<file path="config.mk">
export PLATFORM = sky130hd
export DESIGN_NAME = odu_cfg_ctr_gen2_flat
export DESIGN_NICKNAME = d
export VERILOG_FILES = /design/src/rtl/odu_cfg_ctr_gen2_pkg.sv /design/src/rtl/odu_cfg_ctr_gen2_if.sv /design/src/rtl/odu_cfg_ctr_gen2_sticky.sv /design/src/rtl/odu_cfg_ctr_gen2.sv /design/src/flat_wrapper.sv
export SDC_FILE = /design/constraint.sdc
export NUM_CORES = 1
export LEC_CHECK = 0
export BUFFER_PORTS_ARGS = -buffer_cell sky130_fd_sc_hd__buf_4
export CAP_MARGIN = 40
export CORE_MARGIN = 1.5
export CORE_UTILIZATION = 49
export DETAILED_ROUTE_END_ITERATION = 6
export PLACE_DENSITY_LB_ADDON = 0.12
export SETUP_SLACK_MARGIN = 0.3
export SLEW_MARGIN = 10
export SYNTH_ARGS = -nofsm -noshare
export SYNTH_HDL_FRONTEND = slang
export SYNTH_SLANG_ARGS = --single-unit
</file>
<file path="constraint.sdc">
create_clock -name clk -period 8.47 [get_ports clk]
set_input_delay 1.694 -clock clk [delete_from_list [all_inputs] [get_ports clk]]
set_output_delay 1.694 -clock clk [all_outputs]
set_load 0.03 [all_outputs]
</file>
<file path="src/rtl/odu_cfg_ctr_gen2_pkg.sv">
// Shared constants for the ODU gen-data config/status register bank.
// Word map, CTRL/STATUS bit positions and the default ID word.
package odu_cfg_pkg;

    localparam int ADDR_ID     = 'h00;
    localparam int ADDR_CTRL   = 'h01;
    localparam int ADDR_STATUS = 'h02;
    localparam int ENA_BASE    = 'h04;
    localparam int TYP_BASE    = 'h0C;
    localparam int ERR_BASE    = 'h14;

    localparam int CTRL_START  = 0;
    localparam int CTRL_STOP   = 1;
    localparam int CTRL_IRQ_EN = 2;

    localparam int STAT_GEN  = 0;
    localparam int STAT_RUN  = 1;
    localparam int STAT_ERR  = 2;
    localparam int STAT_DONE = 3;
    localparam int STAT_LOCK = 4;

    localparam logic [15:0] ID_DEFAULT = 16'h0D02;

endpackage

</file>
<file path="src/rtl/odu_cfg_ctr_gen2_if.sv">
// Async-SRAM-style cfg bus (active-low cs/we/oe) with registered read data.
// The CPU side is the master, the register bank is the slave.
interface odu_cfg_ctr_gen2_if #(
    parameter int DATA_WIDTH_CFG = 16,
    parameter int ADDR_WIDTH_CFG = 5
);
    logic                      cfg_n_cs;
    logic                      cfg_n_we;
    logic                      cfg_n_oe;
    logic [ADDR_WIDTH_CFG-1:0] cfg_addr;
    logic [DATA_WIDTH_CFG-1:0] cfg_din;
    logic [DATA_WIDTH_CFG-1:0] cfg_dout;
    logic                      cfg_dout_vld;

    modport master (
        output cfg_n_cs, cfg_n_we, cfg_n_oe, cfg_addr, cfg_din,
        input  cfg_dout, cfg_dout_vld
    );

    modport slave (
        input  cfg_n_cs, cfg_n_we, cfg_n_oe, cfg_addr, cfg_din,
        output cfg_dout, cfg_dout_vld
    );
endinterface

</file>
<file path="src/rtl/odu_cfg_ctr_gen2_sticky.sv">
// Sticky bit vector: set vector ORs in, clear vector removes (W1C).
// A bit set and cleared in the same cycle ends up set.
module odu_sticky_w1c #(
    parameter int WIDTH = 1
) (
    input  logic             clk,
    input  logic             rst,
    input  logic [WIDTH-1:0] set,
    input  logic [WIDTH-1:0] clr,
    output logic [WIDTH-1:0] q
);
    always_ff @(posedge clk or posedge rst) begin
        if (rst) q <= '0;
        else     q <= (q & ~clr) | set;
    end
endmodule

</file>
<file path="src/rtl/odu_cfg_ctr_gen2.sv">
// CPU-side config/status bank for the ODU channel data generator:
// channel enable/type words, run control, sticky errors and IRQ.
module odu_cfg_ctr_gen2
    import odu_cfg_pkg::*;
#(
    parameter int DATA_WIDTH_CFG = 16,
    parameter int ADDR_WIDTH_CFG = 5,
    parameter int NUM_CH         = 80,
    parameter logic [DATA_WIDTH_CFG-1:0] ID_VALUE =
        DATA_WIDTH_CFG'(ID_DEFAULT)
) (
    input  logic              clk,
    input  logic              rst,
    odu_cfg_ctr_gen2_if.slave cfg,
    input  logic [NUM_CH-1:0] i_error_chid,
    input  logic              status_gen_data,
    output logic [NUM_CH-1:0] cfg_enable_chid,
    output logic [NUM_CH-1:0] cfg_type_chid,
    output logic              cfg_start_pulse,
    output logic              cfg_run,
    output logic              o_irq
);
    localparam int DW = DATA_WIDTH_CFG;
    localparam int AW = ADDR_WIDTH_CFG;
    localparam int NW = (NUM_CH + DW - 1) / DW;
    localparam int PW = NW * DW;

    logic              wr, rd, ctrl_wr, stat_wr;
    logic              run_q, irq_en_q, gen_q, pulse_q, irq_q;
    logic              ena_hit, typ_hit, lock_set, done_set;
    logic              gen_fall, start_go, stop_req, run_nxt;
    logic [1:0]        stk_q, stk_clr;
    logic [NUM_CH-1:0] ena_q, typ_q, err_q;
    logic [NUM_CH-1:0] ena_nxt, typ_nxt, err_clr;
    logic [PW-1:0]     ena_pad, typ_pad, err_pad;
    logic [DW-1:0]     rd_data;

    assign wr      = !cfg.cfg_n_cs && !cfg.cfg_n_we;
    assign rd      = !cfg.cfg_n_cs && !cfg.cfg_n_oe;
    assign ctrl_wr = wr && cfg.cfg_addr == AW'(ADDR_CTRL);
    assign stat_wr = wr && cfg.cfg_addr == AW'(ADDR_STATUS);

    // Per-bit write decode keeps bits >= NUM_CH out of every register.
    always_comb begin
        ena_nxt = ena_q;
        typ_nxt = typ_q;
        err_clr = '0;
        ena_hit = 1'b0;
        typ_hit = 1'b0;
        for (int k = 0; k < NW; k++) begin
            if (wr && cfg.cfg_addr == AW'(ENA_BASE + k)) ena_hit = 1'b1;
            if (wr && cfg.cfg_addr == AW'(TYP_BASE + k)) typ_hit = 1'b1;
        end
        for (int i = 0; i < NUM_CH; i++) begin
            if (wr && cfg.cfg_addr == AW'(ENA_BASE + i / DW))
                ena_nxt[i] = cfg.cfg_din[i % DW];
            if (wr && cfg.cfg_addr == AW'(TYP_BASE + i / DW))
                typ_nxt[i] = cfg.cfg_din[i % DW];
            if (wr && cfg.cfg_addr == AW'(ERR_BASE + i / DW))
                err_clr[i] = cfg.cfg_din[i % DW];
        end
    end

    assign gen_fall = gen_q && !status_gen_data;
    assign stop_req = ctrl_wr && cfg.cfg_din[CTRL_STOP];
    assign start_go = ctrl_wr && cfg.cfg_din[CTRL_START]
                   && !stop_req && !run_q;
    assign done_set = gen_fall && run_q;
    assign lock_set = run_q && (ena_hit || typ_hit);
    assign stk_clr  = stat_wr ? {cfg.cfg_din[STAT_LOCK],
                                 cfg.cfg_din[STAT_DONE]} : 2'b00;

    always_comb begin
        run_nxt = run_q;
        if (stop_req)      run_nxt = 1'b0;
        else if (start_go) run_nxt = 1'b1;
        else if (done_set) run_nxt = 1'b0;
    end

    odu_sticky_w1c #(.WIDTH(NUM_CH)) u_err (
        .clk (clk),
        .rst (rst),
        .set (i_error_chid),
        .clr (err_clr),
        .q   (err_q)
    );

    // stk_q = {WR_LOCK_ERR, DONE}
    odu_sticky_w1c #(.WIDTH(2)) u_stat (
        .clk (clk),
        .rst (rst),
        .set ({lock_set, done_set}),
        .clr (stk_clr),
        .q   (stk_q)
    );

    always_comb begin
        ena_pad = '0;
        typ_pad = '0;
        err_pad = '0;
        ena_pad[NUM_CH-1:0] = ena_q;
        typ_pad[NUM_CH-1:0] = typ_q;
        err_pad[NUM_CH-1:0] = err_q;
        rd_data = '0;
        if (cfg.cfg_addr == AW'(ADDR_ID)) rd_data = ID_VALUE;
        if (cfg.cfg_addr == AW'(ADDR_CTRL))
            rd_data[CTRL_IRQ_EN] = irq_en_q;
        if (cfg.cfg_addr == AW'(ADDR_STATUS)) begin
            rd_data[STAT_GEN]  = status_gen_data;
            rd_data[STAT_RUN]  = run_q;
            rd_data[STAT_ERR]  = |err_q;
            rd_data[STAT_DONE] = stk_q[0];
            rd_data[STAT_LOCK] = stk_q[1];
        end
        for (int k = 0; k < NW; k++) begin
            if (cfg.cfg_addr == AW'(ENA_BASE + k)) rd_data = ena_pad[k*DW +: DW];
            if (cfg.cfg_addr == AW'(TYP_BASE + k)) rd_data = typ_pad[k*DW +: DW];
            if (cfg.cfg_addr == AW'(ERR_BASE + k)) rd_data = err_pad[k*DW +: DW];
        end
    end

    always_ff @(posedge clk or posedge rst) begin
        if (rst) begin
            run_q            <= 1'b0;
            irq_en_q         <= 1'b0;
            gen_q            <= 1'b0;
            pulse_q          <= 1'b0;
            irq_q            <= 1'b0;
            ena_q            <= '0;
            typ_q            <= '0;
            cfg.cfg_dout     <= '0;
            cfg.cfg_dout_vld <= 1'b0;
        end else begin
            run_q   <= run_nxt;
            gen_q   <= status_gen_data;
            pulse_q <= start_go;
            irq_q   <= irq_en_q && ((|err_q) || stk_q[0]);
            if (ctrl_wr) irq_en_q <= cfg.cfg_din[CTRL_IRQ_EN];
            if (!run_q) begin
                ena_q <= ena_nxt;
                typ_q <= typ_nxt;
            end
            cfg.cfg_dout     <= rd ? rd_data : '0;
            cfg.cfg_dout_vld <= rd;
        end
    end

    assign cfg_enable_chid = ena_q;
    assign cfg_type_chid   = typ_q;
    assign cfg_start_pulse = pulse_q;
    assign cfg_run         = run_q;
    assign o_irq           = irq_q;
endmodule

</file>
<file path="src/flat_wrapper.sv">
// flat-port wrapper written by rule: the top's interface ports become plain ports
module odu_cfg_ctr_gen2_flat import odu_cfg_pkg::*;
#(
    parameter int DATA_WIDTH_CFG = 16,
    parameter int ADDR_WIDTH_CFG = 5,
    parameter int NUM_CH         = 80,
    parameter logic [DATA_WIDTH_CFG-1:0] ID_VALUE =
        DATA_WIDTH_CFG'(ID_DEFAULT)
)
  (clk, rst, i_error_chid, status_gen_data, cfg_enable_chid, cfg_type_chid, cfg_start_pulse, cfg_run, o_irq, cfg_cfg_n_cs, cfg_cfg_n_we, cfg_cfg_n_oe, cfg_cfg_addr, cfg_cfg_din, cfg_cfg_dout, cfg_cfg_dout_vld);
  odu_cfg_ctr_gen2_if #(.DATA_WIDTH_CFG(DATA_WIDTH_CFG), .ADDR_WIDTH_CFG(ADDR_WIDTH_CFG)) cfg_i ();
  input  logic clk;
  input  logic rst;
  input  logic [NUM_CH-1:0] i_error_chid;
  input  logic status_gen_data;
  output logic [NUM_CH-1:0] cfg_enable_chid;
  output logic [NUM_CH-1:0] cfg_type_chid;
  output logic cfg_start_pulse;
  output logic cfg_run;
  output logic o_irq;
  input wire logic [$bits(cfg_i.cfg_n_cs)-1:0] cfg_cfg_n_cs;
  input wire logic [$bits(cfg_i.cfg_n_we)-1:0] cfg_cfg_n_we;
  input wire logic [$bits(cfg_i.cfg_n_oe)-1:0] cfg_cfg_n_oe;
  input wire logic [$bits(cfg_i.cfg_addr)-1:0] cfg_cfg_addr;
  input wire logic [$bits(cfg_i.cfg_din)-1:0] cfg_cfg_din;
  output wire logic [$bits(cfg_i.cfg_dout)-1:0] cfg_cfg_dout;
  output wire logic [$bits(cfg_i.cfg_dout_vld)-1:0] cfg_cfg_dout_vld;
  assign cfg_i.cfg_n_cs = cfg_cfg_n_cs;
  assign cfg_i.cfg_n_we = cfg_cfg_n_we;
  assign cfg_i.cfg_n_oe = cfg_cfg_n_oe;
  assign cfg_i.cfg_addr = cfg_cfg_addr;
  assign cfg_i.cfg_din = cfg_cfg_din;
  assign cfg_cfg_dout = cfg_i.cfg_dout;
  assign cfg_cfg_dout_vld = cfg_i.cfg_dout_vld;
  odu_cfg_ctr_gen2 #(.DATA_WIDTH_CFG(DATA_WIDTH_CFG), .ADDR_WIDTH_CFG(ADDR_WIDTH_CFG), .NUM_CH(NUM_CH), .ID_VALUE(ID_VALUE)) u_core (.clk(clk), .rst(rst), .cfg(cfg_i), .i_error_chid(i_error_chid), .status_gen_data(status_gen_data), .cfg_enable_chid(cfg_enable_chid), .cfg_type_chid(cfg_type_chid), .cfg_start_pulse(cfg_start_pulse), .cfg_run(cfg_run), .o_irq(o_irq));
endmodule
</file>
## Word level (Yosys, flattened, before mapping)

Index checks and enable logic that the tools add are counted.

- Muxes and demuxes: 113
- Eq/ne operators: 17
- Bitwise operators: 7
- Reduce and logical (&&, ||, !) cells: 48

Operators by type and width:

| operator | count |
|---|---|
| $mux 16 | 16 |
| $mux 1 | 94 |
| $and 80x80->80 | 1 |
| $not 80->80 | 1 |
| $or 80x80->80 | 1 |
| $reduce_or 80->1 | 1 |
| $eq 5x5->1 const B | 6 |
| $logic_and 1x1->1 | 27 |
| $eq 5x4->1 const B | 5 |
| $eq 5x3->1 const B | 4 |
| $reduce_and 2->1 | 10 |
| $mux 12 | 1 |
| $logic_not 1->1 | 6 |
| $eq 5x1->1 const B | 1 |
| $eq 5x2->1 const B | 1 |
| $logic_not 5->1 | 1 |
| $mux 5 | 1 |
| $reduce_bool 3->1 | 1 |
| $and 2x2->2 | 1 |
| $logic_or 1x1->1 | 2 |
| $mux 2 | 1 |
| $not 2->2 | 1 |
| $or 2x2->2 | 1 |
| $not 1->1 | 1 |

- Output and inout bits: 180
- Input port bits: 107
- Logic and storage cells: 204
- Flip-flop bits (word level): 264

## Depth between registers and ports, before layout

- Word-level depth: 20
- Depth in mapped cells: 9
- Mapped depth without buffers: 6

## Modules after synthesis

Synthesis repeated with hierarchy kept, for this count alone.

- Cells, all modules: 1192
- Area, all modules: 12882.4 sq um

By module, submodules not included:

| module | area an instance (sq um) | seq. area each (sq um) | cells an instance | times used |
|---|---|---|---|---|
| odu_cfg_ctr_gen2 | 9899.5 | 4554.4 | 944 | 1 |
| odu_sticky_w1c (u_core.u_err) | 2906.5 | 2001.9 | 241 | 1 |
| odu_sticky_w1c (u_core.u_stat) | 76.3 | 50.0 | 7 | 1 |

## Worst setup path before layout

OpenSTA, ideal clock, no wires.

- Path type: input -> register
- Start point: in cfg_cfg_addr[4]
- End point: reg u_core.cfg.cfg_dout[7]
- Buffers on the path: 2
- Arrival time: 3089 ps
- Setup time: 121 ps
- Data required time: 8349 ps
- Setup slack: 5260 ps
- Stages on the path: 7
- Path through: buf_2 buf_2 mux2_2 a32o_1 a221oi_1 o21ai_0 a22o_1

- Longest elaborated chain between the ends: 17
- Elaborated cells on any way between the ends: 31
- Classes of those cells: eq/ne (15); mux (16)

RTL lines:

| what | RTL line | text |
|---|---|---|
| from (decl) | flat_wrapper.sv:24 | `input wire logic [$bits(cfg_i.cfg_addr)-1:0] cfg_cfg_addr;` |
| $eq 5x3->1 | odu_cfg_ctr_gen2.sv:116 | `if (cfg.cfg_addr == AW'(ENA_BASE + k)) rd_data = ena_pad[k*DW +: DW];` |
| $mux 16 | odu_cfg_ctr_gen2.sv:116 |  |
| $mux 16 | odu_cfg_ctr_gen2.sv:117 | `if (cfg.cfg_addr == AW'(TYP_BASE + k)) rd_data = typ_pad[k*DW +: DW];` |
| $mux 16 | odu_cfg_ctr_gen2.sv:118 | `if (cfg.cfg_addr == AW'(ERR_BASE + k)) rd_data = err_pad[k*DW +: DW];` |
| $mux 16 | odu_cfg_ctr_gen2.sv:116 |  |
| $mux 16 | odu_cfg_ctr_gen2.sv:117 |  |
| $mux 16 | odu_cfg_ctr_gen2.sv:118 |  |
| $mux 16 | odu_cfg_ctr_gen2.sv:116 |  |
| $mux 16 | odu_cfg_ctr_gen2.sv:117 |  |
| $mux 16 | odu_cfg_ctr_gen2.sv:118 |  |
| $mux 16 | odu_cfg_ctr_gen2.sv:116 |  |
| $mux 16 | odu_cfg_ctr_gen2.sv:117 |  |
| $mux 16 | odu_cfg_ctr_gen2.sv:118 |  |
| $mux 16 | odu_cfg_ctr_gen2.sv:116 |  |
| $mux 16 | odu_cfg_ctr_gen2.sv:117 |  |
| $mux 16 (*) | odu_cfg_ctr_gen2.sv:118 |  |
| $mux 16 (*) | odu_cfg_ctr_gen2.sv:143 | `cfg.cfg_dout <= rd ? rd_data : '0;` |
| to (signal assigned) | odu_cfg_ctr_gen2.sv:143 |  |
| to (decl) | odu_cfg_ctr_gen2_if.sv:22 | `output cfg_dout, cfg_dout_vld` |

Every way passes the cells marked *; elsewhere a longest branch is shown, timed or not.
A chain may end at the register's enable or synchronous reset.

## Final worst setup path

- Start point: in cfg_cfg_addr[4]
- End point: reg u_core.typ_q[33], in the netlist u_core.cfg_type_chid[33]

- Longest elaborated chain between the ends: 3

RTL lines:

| what | RTL line | text |
|---|---|---|
| $eq 5x4->1 | odu_cfg_ctr_gen2.sv:57 | `if (wr && cfg.cfg_addr == AW'(TYP_BASE + i / DW))` |
| $logic_and 1x1->1 | odu_cfg_ctr_gen2.sv:57 |  |
| $reduce_and 2->1 (no line) | - |  |
| to (signal assigned) | odu_cfg_ctr_gen2.sv:141 | `typ_q <= typ_nxt;` |
| to (decl) | odu_cfg_ctr_gen2.sv:33 | `logic [NUM_CH-1:0] ena_q, typ_q, err_q;` |

Every way passes these cells.

==> out/results.ini <==
[setup_path]
reg2reg_depth=6
cp_num_buf_inv=3
critPathKind=in -> reg
path_delay_family=simple AND/OR/NAND/NOR gates
cp.required_ns=8.90
cp_num_cells=7
cp_common_cell=buf_4
crit_arrival_ns=4.62
cp_max_fo=59
crit_path_start=cfg_cfg_addr[4]
crit_chain=buf_4, buf_4, nand2b_1, buf_4, nor2_2, nand2_2, mux2_2
r2r_slack_ns=6.00
cp-end-kind=flop
reg2reg_to=u_core.cfg.cfg_dout[2]$_DFF_PP0_
crit_slowest_cell=nor2_2
worst_setup_path_start_kind=input port
rr_startpoint=u_core.u_err.q[62]$_DFF_PP0_
slowest_delay_ns=0.77
critPathCapture=u_core.cfg_type_chid[33]$_DFFE_PP0P_

[cts]
cts_hold_buf=0
cts_tree=yes
path_clk_slew_ns=0.06
root_buffer=clkbuf_16
clk_path_buf_depth=3
htreeDepth=1
worstSkewPairLatency_ns=0.55
cts.sinks=264
post_cts_buffers=0
postCtsResizedCells=0
cts_buffers=28

[sta]
fin_crit_sh_pct=49.5
rsz0062_at_grt=no
setup_viol_count_final=0
maxSlewHeadroom_pct=31.6
clock-skew-final_ns=0.0158
final_hold_viol_count=0
setup_ws_ns=4.28
slew_violations=0
max_freq_ghz=0.238
finalCriticalPeriod_ns=4.19
worst_slew_pin_slew_ns=1.03
tns_ns=0
fin_hold_ws_ns=0.507

[global_routing]
grt_pass1_wl_um=72900
grt-ovfl-total=0
grt_max_degree=173
antenna_found_initial=0
grtUsageTotal_pct=37.3
grt_pass1_vias=11068

[placement]
dp_slack_ns=3.88
hpwl_um=35900
gp_congestion=0.981
dp.cells=1694
io_buffers=286

[logic_synthesis]
ys.flop_type=dfrtp_1
mappedNetlistNets=1252
syn_area_mm2=0.0127
synth.distinct_cells=64
ys_seq_elements=264
synthArstFlopShare_pct=100
yosysSeqAreaShare_pct=52.0
ys_warn_count=0
synthCells=1145
synth_edf_count=0
syn_area_per_cell_um2=11.1

[floorplan]
initial_core_util_pct=50.2
num_rows=58
die-area_mm2=0.0269
ios=287
die_h_um=164
coreArea_mm2=0.0253
die_width_um=164

[drt]
postRouteAntennaNets=0
routedWlPerCell_um=29.0
first_pass_iters=7
drc=15
wl_met1_um=20100
route.met2.wl_um=22700
topRoutingLayerUsed=met4
wl_um=50700
avgViaCountPerCell=6.52
drt_iter0_drc=1430
met3_length_um=5370
dr_total_vias=11383

[job]
drv_cap=0

[cells_and_area]
finish.cell_count_without_fillers=1746
area_delta_synth_final_pct=25.6
fin_nets=1501
final_common_cell=buf_4
most-common-layout-cells=buf_4 (293), dfrtp_1 (264), mux2_2 (161)
diodes=0
num-fill-cells=2061
drive_gt1_share_pct=38.1

[status]
status=finished, violations left
violations=DRC

[power_and_ir_drop]
p_per_area_mw_per_mm2=214
peakVddDrop_v=0.000166
leakage_nw=7.06
power.total_w=0.00342

[worst_hold_path]
min_path_type=reg -> reg

stage by stage:
step / instance area (um2) / util (%)
floorplan: 12700 / -
global placement: 14900 / 59.0
detailed placement: 15100 / 59.5
CTS: 16000 / 63.0
global route: 16000 / 63.0
finish: 16000 / 63.0
synthesized netlist by cell type, drive strengths merged, types with 20 or more instances:
cell	number	area (um2)
a221oi	20	175
nor4	21	131
dfrtp	264	6610
nand2	137	534
clkbuf	34	129
o21ai	59	295
a21o	83	623
a21oi	44	220
nor2	56	262
mux2	165	1860
buf	49	274
power by group:
part	switching (W)	internal [W]
Clock	0.000514	0.000681
Sequential	0.000126	0.00137
Combinational	0.000442	0.000284
Total	0.00108	0.00233
sequential cells by signal (all words and copies together) (netlist names):
name                     cells
u_core.u_stat.q              2
u_core.cfg_run               1
u_core.irq_en_q              1
u_core.u_err.q              80
u_core.cfg_type_chid        80
u_core.gen_q                 1
u_core.cfg.cfg_dout         16
u_core.cfg_start_pulse       1
u_core.o_irq                 1
u_core.cfg_enable_chid      80
u_core.cfg.cfg_dout_vld      1
worst min path at each step:
stage | from | slack, ns | cells after the start | endpoint
after floorplan | u_core.u_err.q[9]$_DFF_PP0_ | 0.46 | 1 | u_core.u_err.q[9]$_DFF_PP0_
after global placement | u_core.u_stat.q[1]$_DFF_PP0_ | 0.48 | 1 | u_core.u_stat.q[1]$_DFF_PP0_
after detailed placement | u_core.u_stat.q[1]$_DFF_PP0_ | 0.48 | 1 | u_core.u_stat.q[1]$_DFF_PP0_
after CTS | u_core.u_stat.q[1]$_DFF_PP0_ | 0.50 | 1 | u_core.u_stat.q[1]$_DFF_PP0_
after global routing | u_core.u_stat.q[1]$_DFF_PP0_ | 0.53 | 1 | u_core.u_stat.q[1]$_DFF_PP0_
final | u_core.u_stat.q[1]$_DFF_PP0_ | 0.51 | 1 | u_core.u_stat.q[1]$_DFF_PP0_
cell families after synthesis:
kind of cell	share of synthesized area, %
compound gates	17.4
buf+inv	3.44
flops	52.0
mux	15.8
simple gates	11.4
area by class of cell:
| type | instances | area, um2 | area share [%] |
|---|---|---|---|
| inverter | 9 | 37.5 | 0.235 |
| clock inverter | 7 | 42.5 | 0.266 |
| multi-input combinational | 789 | 5680 | 35.5 |
| clock buffer | 45 | 846 | 5.30 |
| timing repair buffer | 302 | 2340 | 14.7 |
| sequential | 264 | 6610 | 41.4 |
| tap | 330 | 413 | 2.59 |
per-layer routing:
layer  vias to the layer above  GRT usage [%]
met3                       179           7.83
met4                         0           17.3
met5                         -              0
met1                      5683           51.2
met2                       809           56.7
li1                       4712              -
worst register-to-register path, cell delays in order (launching register included):
cell and delay (ns):
dfrtp_1 0.46, nor4_1 0.88, nand4_1 0.25, nor3_1 0.20
nand2_1 0.19, a21oi_1 0.19, o21ai_0 0.14
Note: power is estimated with default switching activity, not from simulation.
